===== src/rtl/mem_port_arbiter_if.sv =====
// Bus bundle between the two requesters, the BRAM port A and mem_port_arbiter.
// The slave modport is the arbiter's view; master is the requester/BRAM side.
interface mem_port_arbiter_if #(
  parameter int AW = 16,
  parameter int DW = 16
);
  logic          r0_req;
  logic          r0_we;
  logic [AW-1:0] r0_addr;
  logic [DW-1:0] r0_din;
  logic          r0_gnt;
  logic          r0_rvalid;
  logic [DW-1:0] r0_rdata;

  logic          r1_req;
  logic          r1_we;
  logic [AW-1:0] r1_addr;
  logic [DW-1:0] r1_din;
  logic          r1_gnt;
  logic          r1_rvalid;
  logic [DW-1:0] r1_rdata;

  logic [AW-1:0] mem_addr;
  logic [DW-1:0] mem_din;
  logic          mem_we;
  logic [DW-1:0] mem_dout;

  modport slave (
    input  r0_req, r0_we, r0_addr, r0_din,
    input  r1_req, r1_we, r1_addr, r1_din,
    input  mem_dout,
    output r0_gnt, r0_rvalid, r0_rdata,
    output r1_gnt, r1_rvalid, r1_rdata,
    output mem_addr, mem_din, mem_we
  );

  modport master (
    output r0_req, r0_we, r0_addr, r0_din,
    output r1_req, r1_we, r1_addr, r1_din,
    output mem_dout,
    input  r0_gnt, r0_rvalid, r0_rdata,
    input  r1_gnt, r1_rvalid, r1_rdata,
    input  mem_addr, mem_din, mem_we
  );
endinterface


===== src/rtl/mem_port_arbiter.sv =====
// Two-requester arbiter for BRAM port A with fully registered outputs.
// Define MEM_ARB_ROUND_ROBIN_EN for round-robin ties; default is fixed priority to requester 0.
module mem_port_arbiter #(
  parameter int AW = 16,
  parameter int DW = 16
) (
  input  logic                clk,
  input  logic                rst,
  mem_port_arbiter_if.slave   bus,
  output logic                busy
);

  typedef enum logic [1:0] {
    IDLE    = 2'd0,
    ISSUE   = 2'd1,
    CAPTURE = 2'd2
  } state_t;

  state_t        state_r, state_s;
  logic [AW-1:0] mem_addr_r, mem_addr_s;
  logic [DW-1:0] mem_din_r, mem_din_s;
  logic          mem_we_r, mem_we_s;
  logic [1:0]    gnt_r, gnt_s;
  logic [1:0]    rvalid_r, rvalid_s;
  logic [DW-1:0] rdata0_r, rdata0_s;
  logic [DW-1:0] rdata1_r, rdata1_s;
  logic          owner_r, owner_s;
  logic          last_gnt_r, last_gnt_s;
  logic          busy_r;
  logic          win_s;

  // Next-state, winner selection and next values of every registered output.
  always_comb begin
    state_s    = state_r;
    mem_addr_s = mem_addr_r;
    mem_din_s  = mem_din_r;
    mem_we_s   = 1'b0;
    gnt_s      = 2'b00;
    rvalid_s   = 2'b00;
    rdata0_s   = rdata0_r;
    rdata1_s   = rdata1_r;
    owner_s    = owner_r;
    last_gnt_s = last_gnt_r;
`ifdef MEM_ARB_ROUND_ROBIN_EN
    win_s = bus.r1_req & (~bus.r0_req | ~last_gnt_r);
`else
    win_s = ~bus.r0_req;
`endif

    case (state_r)
      IDLE: begin
        if (bus.r0_req | bus.r1_req) begin
          state_s    = ISSUE;
          owner_s    = win_s;
          last_gnt_s = win_s;
          if (win_s) begin
            mem_addr_s = bus.r1_addr;
            mem_din_s  = bus.r1_din;
            mem_we_s   = bus.r1_we;
            gnt_s      = 2'b10;
          end else begin
            mem_addr_s = bus.r0_addr;
            mem_din_s  = bus.r0_din;
            mem_we_s   = bus.r0_we;
            gnt_s      = 2'b01;
          end
        end else begin
          state_s = IDLE;
        end
      end
      ISSUE: begin
        if (mem_we_r) begin
          state_s = IDLE;
        end else begin
          state_s = CAPTURE;
        end
      end
      CAPTURE: begin
        // BRAM read data arrives one cycle after the address was presented in ISSUE.
        if (owner_r) begin
          rdata1_s = bus.mem_dout;
          rvalid_s = 2'b10;
        end else begin
          rdata0_s = bus.mem_dout;
          rvalid_s = 2'b01;
        end
        state_s = IDLE;
      end
      default: begin
        state_s = IDLE;
      end
    endcase
  end

  // State and output registers; reset drops any in-flight access.
  always_ff @(posedge clk) begin
    if (rst) begin
      state_r    <= IDLE;
      mem_addr_r <= {AW{1'b0}};
      mem_din_r  <= {DW{1'b0}};
      mem_we_r   <= 1'b0;
      gnt_r      <= 2'b00;
      rvalid_r   <= 2'b00;
      rdata0_r   <= {DW{1'b0}};
      rdata1_r   <= {DW{1'b0}};
      owner_r    <= 1'b0;
      last_gnt_r <= 1'b1;
      busy_r     <= 1'b0;
    end else begin
      state_r    <= state_s;
      mem_addr_r <= mem_addr_s;
      mem_din_r  <= mem_din_s;
      mem_we_r   <= mem_we_s;
      gnt_r      <= gnt_s;
      rvalid_r   <= rvalid_s;
      rdata0_r   <= rdata0_s;
      rdata1_r   <= rdata1_s;
      owner_r    <= owner_s;
      last_gnt_r <= last_gnt_s;
      busy_r     <= (state_s != IDLE);
    end
  end

  assign bus.r0_gnt    = gnt_r[0];
  assign bus.r1_gnt    = gnt_r[1];
  assign bus.r0_rvalid = rvalid_r[0];
  assign bus.r1_rvalid = rvalid_r[1];
  assign bus.r0_rdata  = rdata0_r;
  assign bus.r1_rdata  = rdata1_r;
  assign bus.mem_addr  = mem_addr_r;
  assign bus.mem_din   = mem_din_r;
  assign bus.mem_we    = mem_we_r;
  assign busy          = busy_r;

endmodule


===== src/flat_wrapper.sv =====
// flat-port wrapper written by rule: the top's interface ports become plain ports
module mem_port_arbiter_flat 
#(
  parameter int AW = 16,
  parameter int DW = 16
)
  (clk, rst, busy, bus_r0_req, bus_r0_we, bus_r0_addr, bus_r0_din, bus_r1_req, bus_r1_we, bus_r1_addr, bus_r1_din, bus_mem_dout, bus_r0_gnt, bus_r0_rvalid, bus_r0_rdata, bus_r1_gnt, bus_r1_rvalid, bus_r1_rdata, bus_mem_addr, bus_mem_din, bus_mem_we);
  mem_port_arbiter_if #(.AW(AW), .DW(DW)) bus_i ();
  input  logic clk;
  input  logic rst;
  output logic busy;
  input wire logic [$bits(bus_i.r0_req)-1:0] bus_r0_req;
  input wire logic [$bits(bus_i.r0_we)-1:0] bus_r0_we;
  input wire logic [$bits(bus_i.r0_addr)-1:0] bus_r0_addr;
  input wire logic [$bits(bus_i.r0_din)-1:0] bus_r0_din;
  input wire logic [$bits(bus_i.r1_req)-1:0] bus_r1_req;
  input wire logic [$bits(bus_i.r1_we)-1:0] bus_r1_we;
  input wire logic [$bits(bus_i.r1_addr)-1:0] bus_r1_addr;
  input wire logic [$bits(bus_i.r1_din)-1:0] bus_r1_din;
  input wire logic [$bits(bus_i.mem_dout)-1:0] bus_mem_dout;
  output wire logic [$bits(bus_i.r0_gnt)-1:0] bus_r0_gnt;
  output wire logic [$bits(bus_i.r0_rvalid)-1:0] bus_r0_rvalid;
  output wire logic [$bits(bus_i.r0_rdata)-1:0] bus_r0_rdata;
  output wire logic [$bits(bus_i.r1_gnt)-1:0] bus_r1_gnt;
  output wire logic [$bits(bus_i.r1_rvalid)-1:0] bus_r1_rvalid;
  output wire logic [$bits(bus_i.r1_rdata)-1:0] bus_r1_rdata;
  output wire logic [$bits(bus_i.mem_addr)-1:0] bus_mem_addr;
  output wire logic [$bits(bus_i.mem_din)-1:0] bus_mem_din;
  output wire logic [$bits(bus_i.mem_we)-1:0] bus_mem_we;
  assign bus_i.r0_req = bus_r0_req;
  assign bus_i.r0_we = bus_r0_we;
  assign bus_i.r0_addr = bus_r0_addr;
  assign bus_i.r0_din = bus_r0_din;
  assign bus_i.r1_req = bus_r1_req;
  assign bus_i.r1_we = bus_r1_we;
  assign bus_i.r1_addr = bus_r1_addr;
  assign bus_i.r1_din = bus_r1_din;
  assign bus_i.mem_dout = bus_mem_dout;
  assign bus_r0_gnt = bus_i.r0_gnt;
  assign bus_r0_rvalid = bus_i.r0_rvalid;
  assign bus_r0_rdata = bus_i.r0_rdata;
  assign bus_r1_gnt = bus_i.r1_gnt;
  assign bus_r1_rvalid = bus_i.r1_rvalid;
  assign bus_r1_rdata = bus_i.r1_rdata;
  assign bus_mem_addr = bus_i.mem_addr;
  assign bus_mem_din = bus_i.mem_din;
  assign bus_mem_we = bus_i.mem_we;
  mem_port_arbiter #(.AW(AW), .DW(DW)) u_core (.clk(clk), .rst(rst), .bus(bus_i), .busy(busy));
endmodule

===== config.mk =====
export PLATFORM = sky130hd
export DESIGN_NAME = mem_port_arbiter_flat
export DESIGN_NICKNAME = d
export VERILOG_FILES = /design/src/rtl/mem_port_arbiter_if.sv /design/src/rtl/mem_port_arbiter.sv /design/src/flat_wrapper.sv
export SDC_FILE = /design/constraint.sdc
export NUM_CORES = 1
export LEC_CHECK = 0
export BUFFER_PORTS_ARGS = -buffer_cell sky130_fd_sc_hd__buf_4
export CAP_MARGIN = 15
export CORE_MARGIN = 2
export CORE_UTILIZATION = 44
export CTS_BUF_LIST = sky130_fd_sc_hd__clkbuf_16
export DETAILED_ROUTE_END_ITERATION = 10
export GPL_ROUTABILITY_DRIVEN = 0
export GPL_TIMING_DRIVEN = 0
export PLACE_DENSITY = 0.86
export SETUP_SLACK_MARGIN = 0.05
export SYNTH_ARGS = -nofsm -noshare
export SYNTH_HDL_FRONTEND = slang
export SYNTH_SLANG_ARGS = --single-unit

===== constraint.sdc =====
create_clock -name clk -period 1.91 [get_ports clk]
set_input_delay 0 -clock clk [delete_from_list [all_inputs] [get_ports clk]]
set_output_delay 0 -clock clk [all_outputs]
set_load 0.02 [all_outputs]

==> impl_results.md <==
- Status: completed
- GRT overflow: 0
- Worst R2R Path Depth: 5
- CTS Sinks: 73
- IR drop worst, VDD: 0.000763 V
- Critical path class: reg2reg
- Share of layout cells above drive strength 1: 40.6%
- Setup violations, final: 0
- Hold Path Cell Cnt: 3
- IO buf count: 153
- Pre-Repair DR Iteration Count: 4
- I/O Pins: 156
- Crit path depth: 5
- Final core occ: 81.7%
- Sequential-to-total area share from yosys stat: 50.8%
- Root buf cell: clkbuf_16
- Buf+Inv Stages, Crit Path: 2
- Pwr per Cell Area: 800 nW/um2
- First-pass GRT wire length: 15.9 mm
- Syn Area/Cell: 10.5 um2
- Crit path max-delay cell type: dlygate4sd3_1
- RSZ-0062 raised after global routing: no
- Max Freq: 563 MHz
- Final period util: 93.0%
- Fin worst setup slack: 0.133 ns
- Asr flop ratio synth: 0%
- Starting DRT DRC Count: 87
- Final Hold Viols: 0
- Final min period: 1.78 ns
- Net switching power: 1.08 mW
- Synthesized Nets: 359
- Clock Path Buffers: 2
- Nets: 601
- Final WL: 10.2 mm
- GRT Total Usage: 28.6%
- Setup Buffers After CTS: 0
- LEAKAGE: 2.35 nW
- DIE AREA: 7190 um2
- CTS Buf Count: 9
- Area leader, netlist: dfxtp_1
- Area occupied by multi-input gates: 1280 um2
- Largest net degree at the start of global routing: 12
- Clock share of power: 38.6%
- H-tree levels: 3
- Area Overhead vs Synth: 80.5%
- Initial antenna violation count: 0
- Reg clk slew, reported paths: 0.06 ns
- DIE HEIGHT: 84.8 um
- Dpl ws: 0.411 ns
- Worst-margin pin slew: 0.630 ns
- # DRC: 0
- Max cap viols: 0
- Crit Path Max Fanout: 8
- Slew HR: 58.0%
- CTS tree: built
- Fill cells: 354
- Most frequent cells in the layout: buf_4 (155), dlygate4sd3_1 (78), dfxtp_1 (71)
- Dpl hpwl: 5.70 mm
- Flops & latches, synth: 73
- Tot Pwr: 4.15 mW
- Routed via count: 3036
- Synth Instances: 273
- Synth unique cells: 22
- Clock skew: 0.00648 ns
- Vias in the first global route: 3254
- Crit start category: register
- Cell family with most CP delay: buffers and inverters
- HP Class: in2reg
- FF/Latch Area: 1470 um2
- Max Transition Viols Final: 0
- Arrival time at the worst endpoint: 1.99 ns
- Cell Area, Placed: 4120 um2
- Design area: 5190 um2
- Mapped Area: 2870 um2
- Ant diodes: 0
- Sequential share of power: 40.9%
- ANT nets after route: 0
- Die W: 84.8 um
- Number of synthesized flops with an enable pin: 0
- Gate power share: 20.6%
- CP required: 2.12 ns
- Core footprint: 6350 um2
- Commonest non-fill, non-tap cell in the layout: buf_4
- Main flop type after synthesis: dfxtp_1
- Switching part of the total power: 26.1%
- Vias per std cell: 5.09
- Cell Chain, Critical Path: or3b_2, clkbuf_4, nand2_1, a21oi_1, dlygate4sd3_1
- Placement Rows: 29
- Clk_lat worst skew: 0.33 ns
- Ys Warns: 0
- Int Pwr: 3.06 mW
- Wire length per cell: 17.1 um
- Top post-synthesis cells by area: dfxtp_1 (51%), o2bb2ai_2 (14%), mux2i_1 (11%)
- Crit-path max cell delay: 0.55 ns
- Setup_tns: 0 ns
- CP Capture Type: register
- Starting Density: 45.3%
- Yosys top cell area share: 50.8%
## area by class of cell
class	count	share of cell area, %
Clock buffer	9	4.34
Multi-Input combinational cell	176	24.7
Buffer	21	2.39
Tap cell	77	1.86
Sequential cell	73	28.3
Timing Repair Buffer	231	37.2
Clock inverter	7	1.04
Inverter	3	0.217
## layer usage
metal  vias to the layer above  GRT usage, %  part of all wire (%)
met1                      1407          28.4                    36
met4                         0          19.3                   5.4
li1                       1443             -                     -
met3                        40          6.23                   6.3
met5                         -             0                     0
met2                       146          52.8                    53
## worst paths after layout
| path | startpoint | slack (ns) | to |
|---|---|---|---|
| setup reg to reg | u_core.state_r[1] | 0.13 | u_core.bus.r0_rdata[7] |
| setup / recovery | u_core.state_r[1] | 0.13 | u_core.bus.r0_rdata[7] |
| hold reg to reg | u_core.bus.mem_we | 0.43 | u_core.state_r[1] |
| hold / removal | bus_r0_addr[5] | 0.01 | u_core.bus.mem_addr[5] |
## power by group through the flow
stage                     combinational (mW)  sequential, mW  clock, mW
after floorplan                        0.241            1.82          0
after global placement                 0.662            1.71          0
after detailed placement               0.674            1.71          0
after CTS                              0.821            1.69       1.60
after global routing                   0.900            1.70       1.68
final                                  0.854            1.69       1.60
## cells by family (layout without fill, tap and decap cells)
| family | after synthesis | in the layout | synth area share, % |
|---|---|---|---|
| simple gates | 77 | 77 | 11.2 |
| mux | 33 | 33 | 11.5 |
| flops | 73 | 73 | 50.8 |
| compound gates | 66 | 66 | 21.8 |
| buf+inv | 24 | 271 | 4.61 |
## stage by stage
step	hold slack, ns	cells
floorplan	0.136	273
global placement	0.259	503
detailed placement	0.243	503
CTS	0.000408	597
global route	0.0266	597
finish	0.0102	597
## state kept, by name, indices dropped and copies added (netlist names), 2 cells and up
| name | count |
|---|---|
| u_core.gnt_r | 2 |
| u_core.rvalid_r | 2 |
| u_core.state_r | 2 |
| u_core.bus.mem_din | 16 |
| u_core.bus.mem_addr | 16 |
| u_core.bus.r0_rdata | 16 |
| u_core.bus.r1_rdata | 16 |
## tightest hold or removal path, stage by stage
cell and delay (ns):
buf_4 0.08, mux2i_1 0.09, o2bb2ai_2 0.14
## cells in the mapped netlist, types with 2 or more instances
master / count
buf_6: 3
o2bb2ai_1: 5
inv_1: 3
a21oi_1: 32
clkbuf_1: 5
nand2_1: 64
buf_2: 10
buf_4: 2
dfxtp_1: 73
o2bb2ai_2: 27
nor2_1: 6
mux2i_1: 33
## what timing repair did
action / in CTS / in global routing
hold buffers: 78 / 0
hold endpoints to repair: 64 / 0
endpoints found under the setup margin: 0 / 1
gates resized for setup: 0 / 4
(Power assumes the default switching activity.)
